--- src/rtl/ripple_carry_adder_pkg.sv ---
// rtl/ripple_carry_adder_pkg.sv - shared constants and reference model for the ripple-carry adder
//
// Purpose:
//   Holds the default and maximum operand widths used by ripple_carry_adder,
//   plus a behavioural reference function that returns the exact
//   (width+1)-bit result of a + b + cin for any supported width.
//
// Contents:
//   RCA_DEFAULT_WIDTH  default operand width
//   RCA_MAX_WIDTH      widest operand width the adder supports
//   rca_ref_sum()      reference {carry, sum} for the low 'width' bits of a and b
package ripple_carry_adder_pkg;

    localparam int RCA_DEFAULT_WIDTH = 4;
    localparam int RCA_MAX_WIDTH     = 32;

    // Returns {carry_out, sum} in the low width+1 bits; upper bits are zero.
    // Operand bits above 'width' are ignored so callers may pass wider values.
    function automatic logic [RCA_MAX_WIDTH:0] rca_ref_sum(
        input logic [RCA_MAX_WIDTH-1:0] op_a,
        input logic [RCA_MAX_WIDTH-1:0] op_b,
        input logic                     cin,
        input int                       width
    );
        logic [RCA_MAX_WIDTH:0]   res_mask;
        logic [RCA_MAX_WIDTH-1:0] op_mask;
        logic [RCA_MAX_WIDTH:0]   full;
        res_mask = {(RCA_MAX_WIDTH + 1){1'b1}} >> (RCA_MAX_WIDTH - width);
        op_mask  = res_mask[RCA_MAX_WIDTH:1];
        full     = {1'b0, op_a & op_mask}
                 + {1'b0, op_b & op_mask}
                 + {{RCA_MAX_WIDTH{1'b0}}, cin};
        return full & res_mask;
    endfunction

endpackage

--- src/rtl/ripple_carry_adder_full_adder.sv ---
// rtl/ripple_carry_adder_full_adder.sv - single-bit combinational full adder
//
// Purpose:
//   One stage of the ripple-carry chain. Purely combinational.
//
// Ports:
//   a, b  input   operand bits
//   cin   input   carry in from the previous stage
//   s     output  sum bit
//   cout  output  carry out to the next stage
module full_adder
    import ripple_carry_adder_pkg::*;
(
    input  logic a,
    input  logic b,
    input  logic cin,
    output logic s,
    output logic cout
);

    logic half_sum;

    // Propagate term shared by the sum and the carry equations.
    assign half_sum = a ^ b;
    assign s        = half_sum ^ cin;
    assign cout     = (a & b) | (cin & half_sum);

endmodule

--- src/rtl/ripple_carry_adder.sv ---
// rtl/ripple_carry_adder.sv - parameterised ripple-carry adder with registered result
//
// Purpose:
//   Adds two unsigned WIDTH-bit operands plus a carry-in through a chain of
//   full_adder stages and registers the sum and carry-out, giving one cycle
//   of latency with no combinational input-to-output path.
//
// Parameters:
//   WIDTH     operand/sum width, 1..RCA_MAX_WIDTH (default RCA_DEFAULT_WIDTH)
//
// Ports:
//   clk       input   rising-edge clock
//   rst_n     input   asynchronous active-low reset, clears all outputs
//   a, b      input   unsigned addends
//   carryin   input   carry into bit 0
//   sum       output  registered (a + b + carryin) mod 2^WIDTH
//   carryout  output  registered carry out of bit WIDTH-1
//   overflow  output  registered signed overflow, only when
//                     RIPPLE_CARRY_ADDER_OVERFLOW_EN is defined
//
// Build option:
//   RIPPLE_CARRY_ADDER_OVERFLOW_EN  adds the overflow port and its register.
module ripple_carry_adder
    import ripple_carry_adder_pkg::*;
#(
    parameter int WIDTH = RCA_DEFAULT_WIDTH
) (
    input  logic             clk,
    input  logic             rst_n,
    input  logic [WIDTH-1:0] a,
    input  logic [WIDTH-1:0] b,
    input  logic             carryin,
    output logic [WIDTH-1:0] sum,
    output logic             carryout
`ifdef RIPPLE_CARRY_ADDER_OVERFLOW_EN
    ,
    output logic             overflow
`endif
);

    // Reject unsupported widths while elaborating rather than building a
    // silently truncated adder.
    if (WIDTH < 1 || WIDTH > RCA_MAX_WIDTH) begin : g_width_check
        $fatal(1, "ripple_carry_adder: WIDTH=%0d outside 1..%0d", WIDTH, RCA_MAX_WIDTH);
    end

    // c[i] is the carry into bit i; c[WIDTH] is the final carry out.
    logic [WIDTH:0]   c;
    logic [WIDTH-1:0] s;

    assign c[0] = carryin;

    for (genvar i = 0; i < WIDTH; i++) begin : g_bit
        full_adder u_fa (
            .a    (a[i]),
            .b    (b[i]),
            .cin  (c[i]),
            .s    (s[i]),
            .cout (c[i+1])
        );
    end

    logic [WIDTH-1:0] sum_d;
    logic [WIDTH-1:0] sum_q;
    logic             carryout_d;
    logic             carryout_q;

    always_comb begin
        sum_d      = s;
        carryout_d = c[WIDTH];
    end

    always_ff @(posedge clk or negedge rst_n) begin
        if (!rst_n) begin
            sum_q      <= '0;
            carryout_q <= 1'b0;
        end else begin
            sum_q      <= sum_d;
            carryout_q <= carryout_d;
        end
    end

    assign sum      = sum_q;
    assign carryout = carryout_q;

`ifdef RIPPLE_CARRY_ADDER_OVERFLOW_EN
    logic overflow_d;
    logic overflow_q;

    // Signed overflow: the carry into the sign bit differs from the carry out
    // of it. For WIDTH=1, c[0] is carryin, which keeps the rule consistent.
    always_comb begin
        overflow_d = c[WIDTH] ^ c[WIDTH-1];
    end

    always_ff @(posedge clk or negedge rst_n) begin
        if (!rst_n) begin
            overflow_q <= 1'b0;
        end else begin
            overflow_q <= overflow_d;
        end
    end

    assign overflow = overflow_q;
`endif

endmodule

--- config.mk ---
export PLATFORM = sky130hd
export DESIGN_NAME = ripple_carry_adder
export DESIGN_NICKNAME = d
export VERILOG_FILES = /design/src/rtl/ripple_carry_adder_pkg.sv /design/src/rtl/ripple_carry_adder_full_adder.sv /design/src/rtl/ripple_carry_adder.sv
export SDC_FILE = /design/constraint.sdc
export NUM_CORES = 1
export LEC_CHECK = 0
export BUFFER_PORTS_ARGS = -buffer_cell sky130_fd_sc_hd__clkbuf_2
export CORE_AREA = 8 8 45 47
export DETAILED_ROUTE_END_ITERATION = 6
export DIE_AREA = 0 0 53 55
export GPL_TIMING_DRIVEN = 1
export HOLD_SLACK_MARGIN = 0.06
export PLACE_DENSITY = 0.5
export SYNTH_ARGS = -nofsm -noshare
export SYNTH_HDL_FRONTEND = slang
export SYNTH_HIERARCHICAL = 1
export SYNTH_SLANG_ARGS = --single-unit
--- constraint.sdc ---
create_clock -name clk -period 0.8 [get_ports clk]
set_input_delay 0.04 -clock clk [delete_from_list [all_inputs] [get_ports clk]]
set_output_delay 0.04 -clock clk [all_outputs]
set_load 0.005 [all_outputs]
==> flow_summary.toml <==
[synthesis]
yosysSeqAreaShare_pct = 60.98
syn-mean-instance-area_um2 = 22.80
yosys_warnings = 6
synth_area_um2 = 205.2
yosysUniqueCellTypes = 2
syn-num-nets = 24
syn_inst = 9
ys_ff_latch = 5

[routing]
dr.pass1.iters = 1
wl_per_cell_um = 11.44
routed_via_density = 3.267
ant_nets = 0
remaining_drc_errors = 0
drt_iter0_drc = 0
routed_wl_um = 515
vias = 147

[hold_path]
holdPathEnd = "sum[3]$_DFF_PN0_"
whs_path_depth = 2
worstHoldPathType = "in -> reg"
hp-start = "b[3]"

[global_route]
grt-ovfl-total = 0
grt_pass1_vias = 208
grt_max_degree = 6
grt_first_pass_wirelength_um = 848
antenna_found_initial = 0
grt_use_total_pct = 4.345

[worst_setup_path]
required_ns = 0.91
start_kind = "primary input"
cp-end-kind = "flop"
crit_type = "in -> reg"
path_max_fanout = 1
worstPathArrival_ns = 1.63

[placed_design]
place.gp.congestion = 0.6419
portBuffers = 15
place_ws_ns = -1.006

[sta]
min_period_ns = 1.523
finalSetupTns_ns = -1.883
finalSetupViolCount = 4
max_freq_mhz = 656.8
period_share_pct = 190.3
hold_violations = 0
worst_pin_slew_ns = 0.1193
setup_ws_ns = -0.7225
drv_slew = 0
maxSlewHeadroom_pct = 92.04
grt_setup_unrepaired = "true"

[clock_tree]
numClockSinks = 5
cts_max_level = 1
cts_inserted_buffers = 3
cts_root_buf = "clkbuf_4"
cts_setup_buffers = 0
cts_buffer_depth = 2
cts_tree = "built"
clk_pin_slew_worst_paths_ns = 0.04

[floorplanning]
num_rows = 14
dieArea_um2 = 2915
io_pins = 16
fp.dieH_um = 55
start_util_pct = 14.83
die_x_um = 53
core_um2 = 1384

[outcome]
violations = "setup timing"
status = "complete, but fails checks"

[layout]
area_delta_synth_final_pct = 70.73
fill_cells = 148
final_net_count = 45
post-route-util_pct = 25.32
drive_gt1_share_pct = 72.41
diodes = 0

[pwr]
internal-power_mw = 0.5561
clockPowerShare_pct = 38.9
p_switching_mw = 0.1627
pwr-share-comb_pct = 18.4
powerDensity_nw_per_um2 = 2052
leakage_nw = 0.1684
power_frac_seq_pct = 42.7
swShare_pct = 22.63
worst_ir_drop_vdd_mv = 0.3844

[flow_run]
maxCapViolCount = 0
## Yosys cell counts
cell	count	share of area, %
dfrtp_1	5	61
fa_1	4	39
## metal layers
metal	vias to the layer above	routed length [um]	track usage, %
met2	13	237	5.859
li1	67	-	-
met4	0	0	5.172
met5	-	0	0
met3	0	113	3.476
met1	67	164	3.715
## flip-flops by register name (all words and copies together) (netlist names)
| signal | count |
|---|---|
| sum | 4 |
| carryout | 1 |
## power by group through the flow
stage	Combinational (mW)	Clock, mW	Sequential [mW]
global placement	0.125	0	0.307
global route	0.157	0.312	0.312
detailed placement	0.133	0	0.312
CTS	0.136	0.299	0.308
finish	0.133	0.280	0.307
floorplan	0.0291	0	0.315
## how the worst max path moves through the flow
stage | start | end | slack [ns] | cells past startpoint
2_1_floorplan | a[0] | sum[3]$_DFF_PN0_ | -0.86 | 4
6_report | a[0] | sum[3]$_DFF_PN0_ | -0.72 | 5
5_1_grt | a[0] | sum[3]$_DFF_PN0_ | -0.76 | 5
4_1_cts | a[0] | sum[3]$_DFF_PN0_ | -0.72 | 5
3_3_place_gp | a[0] | sum[3]$_DFF_PN0_ | -1.00 | 5
3_5_place_dp | a[0] | sum[3]$_DFF_PN0_ | -1.01 | 5
## logic make-up (layout without fill, tap and decap cells)
group	Yosys count	after routing	share of synthesized area, %
adders and majority gates	4	4	39.03
buffers and inverters	0	20	0
DFF	5	5	60.98
## critical path, cell delays in order
cell   delay (ns)
buf_6        0.09
fa_2         0.37
fa_2         0.35
fa_2         0.35
fa_1         0.42
## layout make-up
type / instances / area, um^2 / share of cell area [%]
timing repair buffer: 16 / 91.34 / 26.07
sequential: 5 / 125.1 / 35.71
multi-input combinational: 4 / 87.58 / 25.00
clock buffer: 4 / 26.28 / 7.500
tap: 16 / 20.02 / 5.714
## layout by cell type, fill, tap and decap left out
master / instances
clkbuf_2: 14
dfrtp_1: 5
clkbuf_4: 3
fa_2: 3
clkbuf_1: 1
fa_1: 1
dlygate4sd3_1: 1
buf_6: 1
## metrics by stage
stage | power, mW | instance area, um^2 | std cells | hold WS (ns)
2_1_floorplan | 0.3444 | 212.7 | 9 | -0.2556
4_1_cts | 0.7432 | 344.1 | 45 | 0.07881
6_report | 0.7188 | 350.3 | 45 | 0.08264
3_3_place_gp | 0.4320 | 307.8 | 40 | -0.1483
5_1_grt | 0.7811 | 350.3 | 45 | 0.09014
3_5_place_dp | 0.4447 | 307.8 | 40 | -0.1389
## timing repair
item	in CTS	in global routing
endpoints found under the hold margin	5	0
hold buffers	1	0
endpoints found under the setup margin	4	4
resized for setup	0	2
pin swaps	1	0
No activity file was read; power rests on OpenSTA's default activity.
